<file path="config.mk">
export PLATFORM = sky130hd
export DESIGN_NAME = wb_dma_copy
export DESIGN_NICKNAME = d
export VERILOG_FILES = /design/src/rtl/wb_dma_copy.sv
export SDC_FILE = /design/constraint.sdc
export NUM_CORES = 1
export LEC_CHECK = 0
export CORE_ASPECT_RATIO = 0.5
export CORE_UTILIZATION = 26
export DETAILED_ROUTE_END_ITERATION = 6
export PLACE_DENSITY_LB_ADDON = 0.3
export SLEW_MARGIN = 20
export SYNTH_ARGS = -nofsm -noshare
export SYNTH_HDL_FRONTEND = slang
export SYNTH_SLANG_ARGS = --single-unit
</file>
<file path="constraint.sdc">
create_clock -name wb_clk_i -period 14 [get_ports wb_clk_i]
set_clock_uncertainty 0.05 [all_clocks]
set_input_delay 2.8 -clock wb_clk_i [delete_from_list [all_inputs] [get_ports wb_clk_i]]
set_output_delay 2.8 -clock wb_clk_i [all_outputs]
set_load 0.05 [all_outputs]
</file>
<file path="src/rtl/wb_dma_copy.sv">
// wb_dma_copy: single-channel Wishbone copy engine. Moves len 32-bit words
// from a source to a destination address, one read followed by one write per
// word, with retry handling, error abort and a graceful stop request.
module wb_dma_copy #(
    parameter int LEN_W   = 16,
    parameter int RTY_MAX = 15
) (
    input  logic             wb_clk_i,
    input  logic             wb_rst_i,
    input  logic             start_i,
    input  logic             abort_i,
    input  logic [31:0]      src_addr_i,
    input  logic [31:0]      dst_addr_i,
    input  logic [LEN_W-1:0] len_i,
    output logic             busy_o,
    output logic             done_o,
    output logic             err_o,
    output logic [LEN_W-1:0] words_done_o,
    output logic [31:0]      wb_adr_o,
    output logic [31:0]      wb_dat_o,
    input  logic [31:0]      wb_dat_i,
    output logic [3:0]       wb_sel_o,
    output logic             wb_we_o,
    output logic             wb_stb_o,
    output logic             wb_cyc_o,
    input  logic             wb_ack_i,
    input  logic             wb_err_i,
    input  logic             wb_rty_i
);

    localparam int RTY_W = $clog2(RTY_MAX + 2);

    typedef enum logic [2:0] {IDLE, RD, RD_GAP, WR, WR_GAP} state_t;

    state_t           state;
    logic [31:0]      src;
    logic [31:0]      dst;
    logic [31:0]      data_buf;
    logic [LEN_W-1:0] len;
    logic [RTY_W-1:0] rty_cnt;
    logic             retry;
    logic             abort_pend;
    logic             stop;
    logic             rty_over;
    logic             finish;
    logic             fail;

    // A stop request is either remembered from earlier in the transfer or arriving now.
    assign stop     = abort_pend | abort_i;
    assign rty_over = (rty_cnt == RTY_W'(RTY_MAX));

    // Decide whether this edge ends the transfer, normally (finish) or with an error (fail).
    always_comb begin
        finish = 1'b0;
        fail   = 1'b0;
        case (state)
            RD, WR: begin
                if (wb_err_i) begin
                    fail = 1'b1;
                end else if (wb_ack_i) begin
                    finish = stop;
                end else if (wb_rty_i) begin
                    if (rty_over) fail = 1'b1;
                    else          finish = stop;
                end
            end
            RD_GAP:  finish = stop;
            WR_GAP:  finish = stop || !(words_done_o < len);
            default: begin
                finish = 1'b0;
                fail   = 1'b0;
            end
        endcase
    end

    // Transfer state machine; every output is registered here.
    always_ff @(posedge wb_clk_i) begin
        if (wb_rst_i) begin
            state        <= IDLE;
            busy_o       <= 1'b0;
            done_o       <= 1'b0;
            err_o        <= 1'b0;
            words_done_o <= '0;
            wb_adr_o     <= '0;
            wb_dat_o     <= '0;
            wb_sel_o     <= '0;
            wb_we_o      <= 1'b0;
            wb_stb_o     <= 1'b0;
            wb_cyc_o     <= 1'b0;
            rty_cnt      <= '0;
            retry        <= 1'b0;
            abort_pend   <= 1'b0;
        end else begin
            done_o <= 1'b0;
            if (busy_o && abort_i) abort_pend <= 1'b1;

            case (state)
                IDLE: begin
                    // A start in the same cycle as the done pulse is deliberately dropped.
                    if (start_i && !done_o) begin
                        src          <= {src_addr_i[31:2], 2'b00};
                        dst          <= {dst_addr_i[31:2], 2'b00};
                        len          <= len_i;
                        err_o        <= 1'b0;
                        words_done_o <= '0;
                        rty_cnt      <= '0;
                        retry        <= 1'b0;
                        abort_pend   <= 1'b0;
                        if (len_i == '0) begin
                            done_o <= 1'b1;
                        end else begin
                            state    <= RD;
                            busy_o   <= 1'b1;
                            wb_cyc_o <= 1'b1;
                            wb_stb_o <= 1'b1;
                            wb_we_o  <= 1'b0;
                            wb_sel_o <= 4'hF;
                            wb_adr_o <= {src_addr_i[31:2], 2'b00};
                        end
                    end
                end
                RD: begin
                    if (!wb_err_i && wb_ack_i) begin
                        data_buf <= wb_dat_i;
                        rty_cnt  <= '0;
                        retry    <= 1'b0;
                        wb_cyc_o <= 1'b0;
                        wb_stb_o <= 1'b0;
                        state    <= RD_GAP;
                    end else if (!wb_err_i && wb_rty_i) begin
                        rty_cnt  <= rty_cnt + RTY_W'(1);
                        retry    <= 1'b1;
                        wb_cyc_o <= 1'b0;
                        wb_stb_o <= 1'b0;
                        state    <= RD_GAP;
                    end
                end
                RD_GAP: begin
                    wb_cyc_o <= 1'b1;
                    wb_stb_o <= 1'b1;
                    if (retry) begin
                        state <= RD;
                    end else begin
                        state    <= WR;
                        wb_we_o  <= 1'b1;
                        wb_adr_o <= dst;
                        wb_dat_o <= data_buf;
                    end
                end
                WR: begin
                    if (!wb_err_i && wb_ack_i) begin
                        words_done_o <= words_done_o + LEN_W'(1);
                        src          <= src + 32'd4;
                        dst          <= dst + 32'd4;
                        rty_cnt      <= '0;
                        retry        <= 1'b0;
                        wb_cyc_o     <= 1'b0;
                        wb_stb_o     <= 1'b0;
                        state        <= WR_GAP;
                    end else if (!wb_err_i && wb_rty_i) begin
                        rty_cnt  <= rty_cnt + RTY_W'(1);
                        retry    <= 1'b1;
                        wb_cyc_o <= 1'b0;
                        wb_stb_o <= 1'b0;
                        state    <= WR_GAP;
                    end
                end
                WR_GAP: begin
                    wb_cyc_o <= 1'b1;
                    wb_stb_o <= 1'b1;
                    if (retry) begin
                        state <= WR;
                    end else begin
                        state    <= RD;
                        wb_we_o  <= 1'b0;
                        wb_adr_o <= src;
                    end
                end
                default: state <= IDLE;
            endcase

            // Ending the transfer overrides whatever the state decoded above.
            if (finish || fail) begin
                state    <= IDLE;
                busy_o   <= 1'b0;
                done_o   <= 1'b1;
                wb_cyc_o <= 1'b0;
                wb_stb_o <= 1'b0;
                wb_we_o  <= 1'b0;
                wb_sel_o <= 4'h0;
                if (fail) err_o <= 1'b1;
            end
        end
    end

endmodule

</file>
==> metrics.txt <==
grt met2 use 25.72%; most common cell after layout, fill and taps aside clkdlybuf4s50_1; share of cells above drive strength 1 5.376%; max incr delay on CP 0.87 ns; clock root cell clkbuf_16; Final TNS setup 0 ns; final hold vios 0; Seq cells post-synth approximately 200; CTS Buffer Depth 3; vias in the first global route 7981; area grow syn2layout 32.27%; CTS Buf Count 21; CP Class register to output pin; syn_area_per_cell 9.507 µm²; Die Y approximately 140 µm; reg-to-reg slack, setup 10.98 ns; global-route wire length before repair 44980 µm; Core Region 36420 µm²; CP cell instances clkdlybuf4s50_1; R2R Path Start state[2]; CTS tree done; Hold Startpoint wb_dat_o[30]; R2R Path End src[25]; final worst path period need ~4.7 ns; crit end category output pin; Die W 275.8 µm; Non-Filler Instances around 1700; yosys synthesis warning count 0; largest net degree at the start of global routing 120; Synth Area in XOR/XNOR about 6.3%; hold endpoint wb_dat_o[30]; Pwr per Cell Area 160.2 nW/µm²; top_reg_cell synth edfxtp_1; post-layout util a little over a third; DR WL/cell 16.90 µm; Tot GR Track Use 14.74%; PortBufs 202; Post-Synth Adder-Cell Area about 2.6%; Slew HR 39.55%; Hold WC Path Type register to register; largest family of logic cells by synthesized area compound AO/OA/AOI/OAI gates; initial antenna violation count 1; WP data required around 11 ns; mapped cell area 9744 µm²; mux contribution to synthesized area 0.5650%; Critical Path AT 1.86 ns; Initial Util between 20 and 30%; CTS clk-pin slew, worst paths 0.06 ns; fmax between 0.2 and 0.25 GHz; Worst path slowest cell clkdlybuf4s50_1; H-tree lvl count 1; Clk Latency, worst-skew pair 0.51 ns; cells on worst reg2reg path 6; boundary pin count around 210; Leakage 0.004393 µW; worst path buffer plus inverter count 1; Simple-Gate Fraction of Synth Area 16.23%; crit share post-route between 30% and 40%; DRT Pass-1 Iters 5; gr ovfl total 0; GRT busiest layer met2; GR Util met1 18.77%; total clock sinks 201; post-CTS resize count 0; Async SR Flop Fraction 0%; unrepaired setup endpoints after global routing no; number of remaining DRC errors 0; VDD IR-drop max 0.09370 mV; DR vias/cell 4.888; Final setup violation count 0; Startpoint Class register; Post-Syn Instances 1025; Final Power 2065 µW; status finished, final reports clean; die area 38300 µm²; CTS Hold Bufs 0; most frequent cells in the layout clkdlybuf4s50_1 (201), nand2_1 (151), o21ai_0 (121); Hold Path Depth 2; placed cell count 1655; routing usage on met3 2.060%; DR iter-0 viols 570; dpl hpwl 20200 µm; Hold Slack slightly above 0.4 ns; Slew Viols, Final 0; CP top delay family buffers and inverters; global placement routability congestion 0.8528; number of distinct library cells after synthesis 54; Max Cap Viol 0; setup bufs post-CTS 0; Seq/Total Area, Yosys about 52%; final wirelength 28620 µm; Layout Nets 1333; critical path fanouts, max 7; row cnt 49; Post-synth EDFFs 108; via count 8281; Tightest Pin Transition between 0.8 and 0.9 ns; Routed Antenna Nets 0; compound-cell area share of the yosys netlist approximately 18%
[registers in the layout, summed over array words and instances (netlist names)]
name	flops
state	3
src	30
abort_pend	1
retry	1
done_o	1
len	16
rty_cnt	5
wb_adr_o	30
wb_sel_o	1
data_buf	32
wb_cyc_o	1
wb_dat_o	32
words_done_o	16
wb_we_o	1
dst	30
err_o	1
[power breakdown]
part | leakage [µW] | internal, µW | switching (µW)
clock network | 0.000334 | 317 | 236
registers | 0.00175 | 723 | 63.6
logic | 0.00231 | 235 | 490
[cells in the mapped netlist, drive strengths merged, types with 2 or more instances]
library cell,instances,area [µm²]
a211o,2,18.77
a211oi,32,240.2
a21o,2,15.01
a21oi,49,245.2
a222oi,3,30.03
a22o,2,17.52
and2,3,18.77
and3,9,56.30
and4,8,71.32
buf,18,101.4
clkbuf,53,198.9
dfxtp,93,1862
edfxtp,108,3243
ha,20,250.2
inv,31,116.4
mux2,4,45.04
nand2,151,566.8
nand2b,5,38.78
nand3,35,175.2
nand3b,2,15.01
nand4,17,106.4
nor2,84,315.3
nor2b,6,37.54
nor3,10,60.06
nor4,8,71.32
o211ai,2,15.01
o21a,2,15.01
o21ai,122,610.6
o221ai,28,245.2
o22ai,31,193.9
or3,3,18.77
xnor2,29,254.0
xor2,41,359.1
[final cells by class]
type | instances | area [µm²]
Fill cell | 3709 | 23530
Sequential cell | 201 | 5106
Multi-Input combinational cell | 723 | 4257
Timing Repair Buffer | 216 | 2126
Clock buffer | 33 | 643.1
Tap cell | 484 | 605.6
Inverter | 31 | 116.4
Clock inverter | 5 | 32.53
Antenna cell | 1 | 2.502
[metrics by stage]
stage,worst slack [ns],instance area (µm²)
finish,9.291,12890
global route,9.193,12890
CTS,9.237,12880
detailed placement,8.822,12210
global placement,8.807,12200
floorplan,7.510,9748
[worst max path at each step]
stage	from	end	slack, ns	cells past startpoint
after CTS	words_done_o[3]	words_done_o[3]	9.24	1
after global routing	wb_ack_i	dst[7]	9.19	5
after detailed placement	wb_ack_i	dst[24]	8.82	5
after global placement	start_i	len[12]	8.81	4
after floorplan	start_i	dst[10]	7.51	3
final	words_done_o[3]	words_done_o[3]	9.29	1
[kinds of logic after synthesis]
| kind of cell | after synthesis |
|---|---|
| multiplexers | 5 |
| other | 1 |
| adder cells (fa/ha/maj) | 20 |
| AND/OR/NAND/NOR | 344 |
| buffers and inverters | 102 |
| flip-flops | 201 |
| AO/OA/AOI/OAI | 282 |
| XOR/XNOR | 70 |
[metal layers]
layer  share of wire [%]  wire, µm
met1                  42     12160
met2                  51     14670
met3                 3.7      1057
met4                 2.5       728
met5                   0         0
No activity file was read; power rests on OpenSTA's default activity.
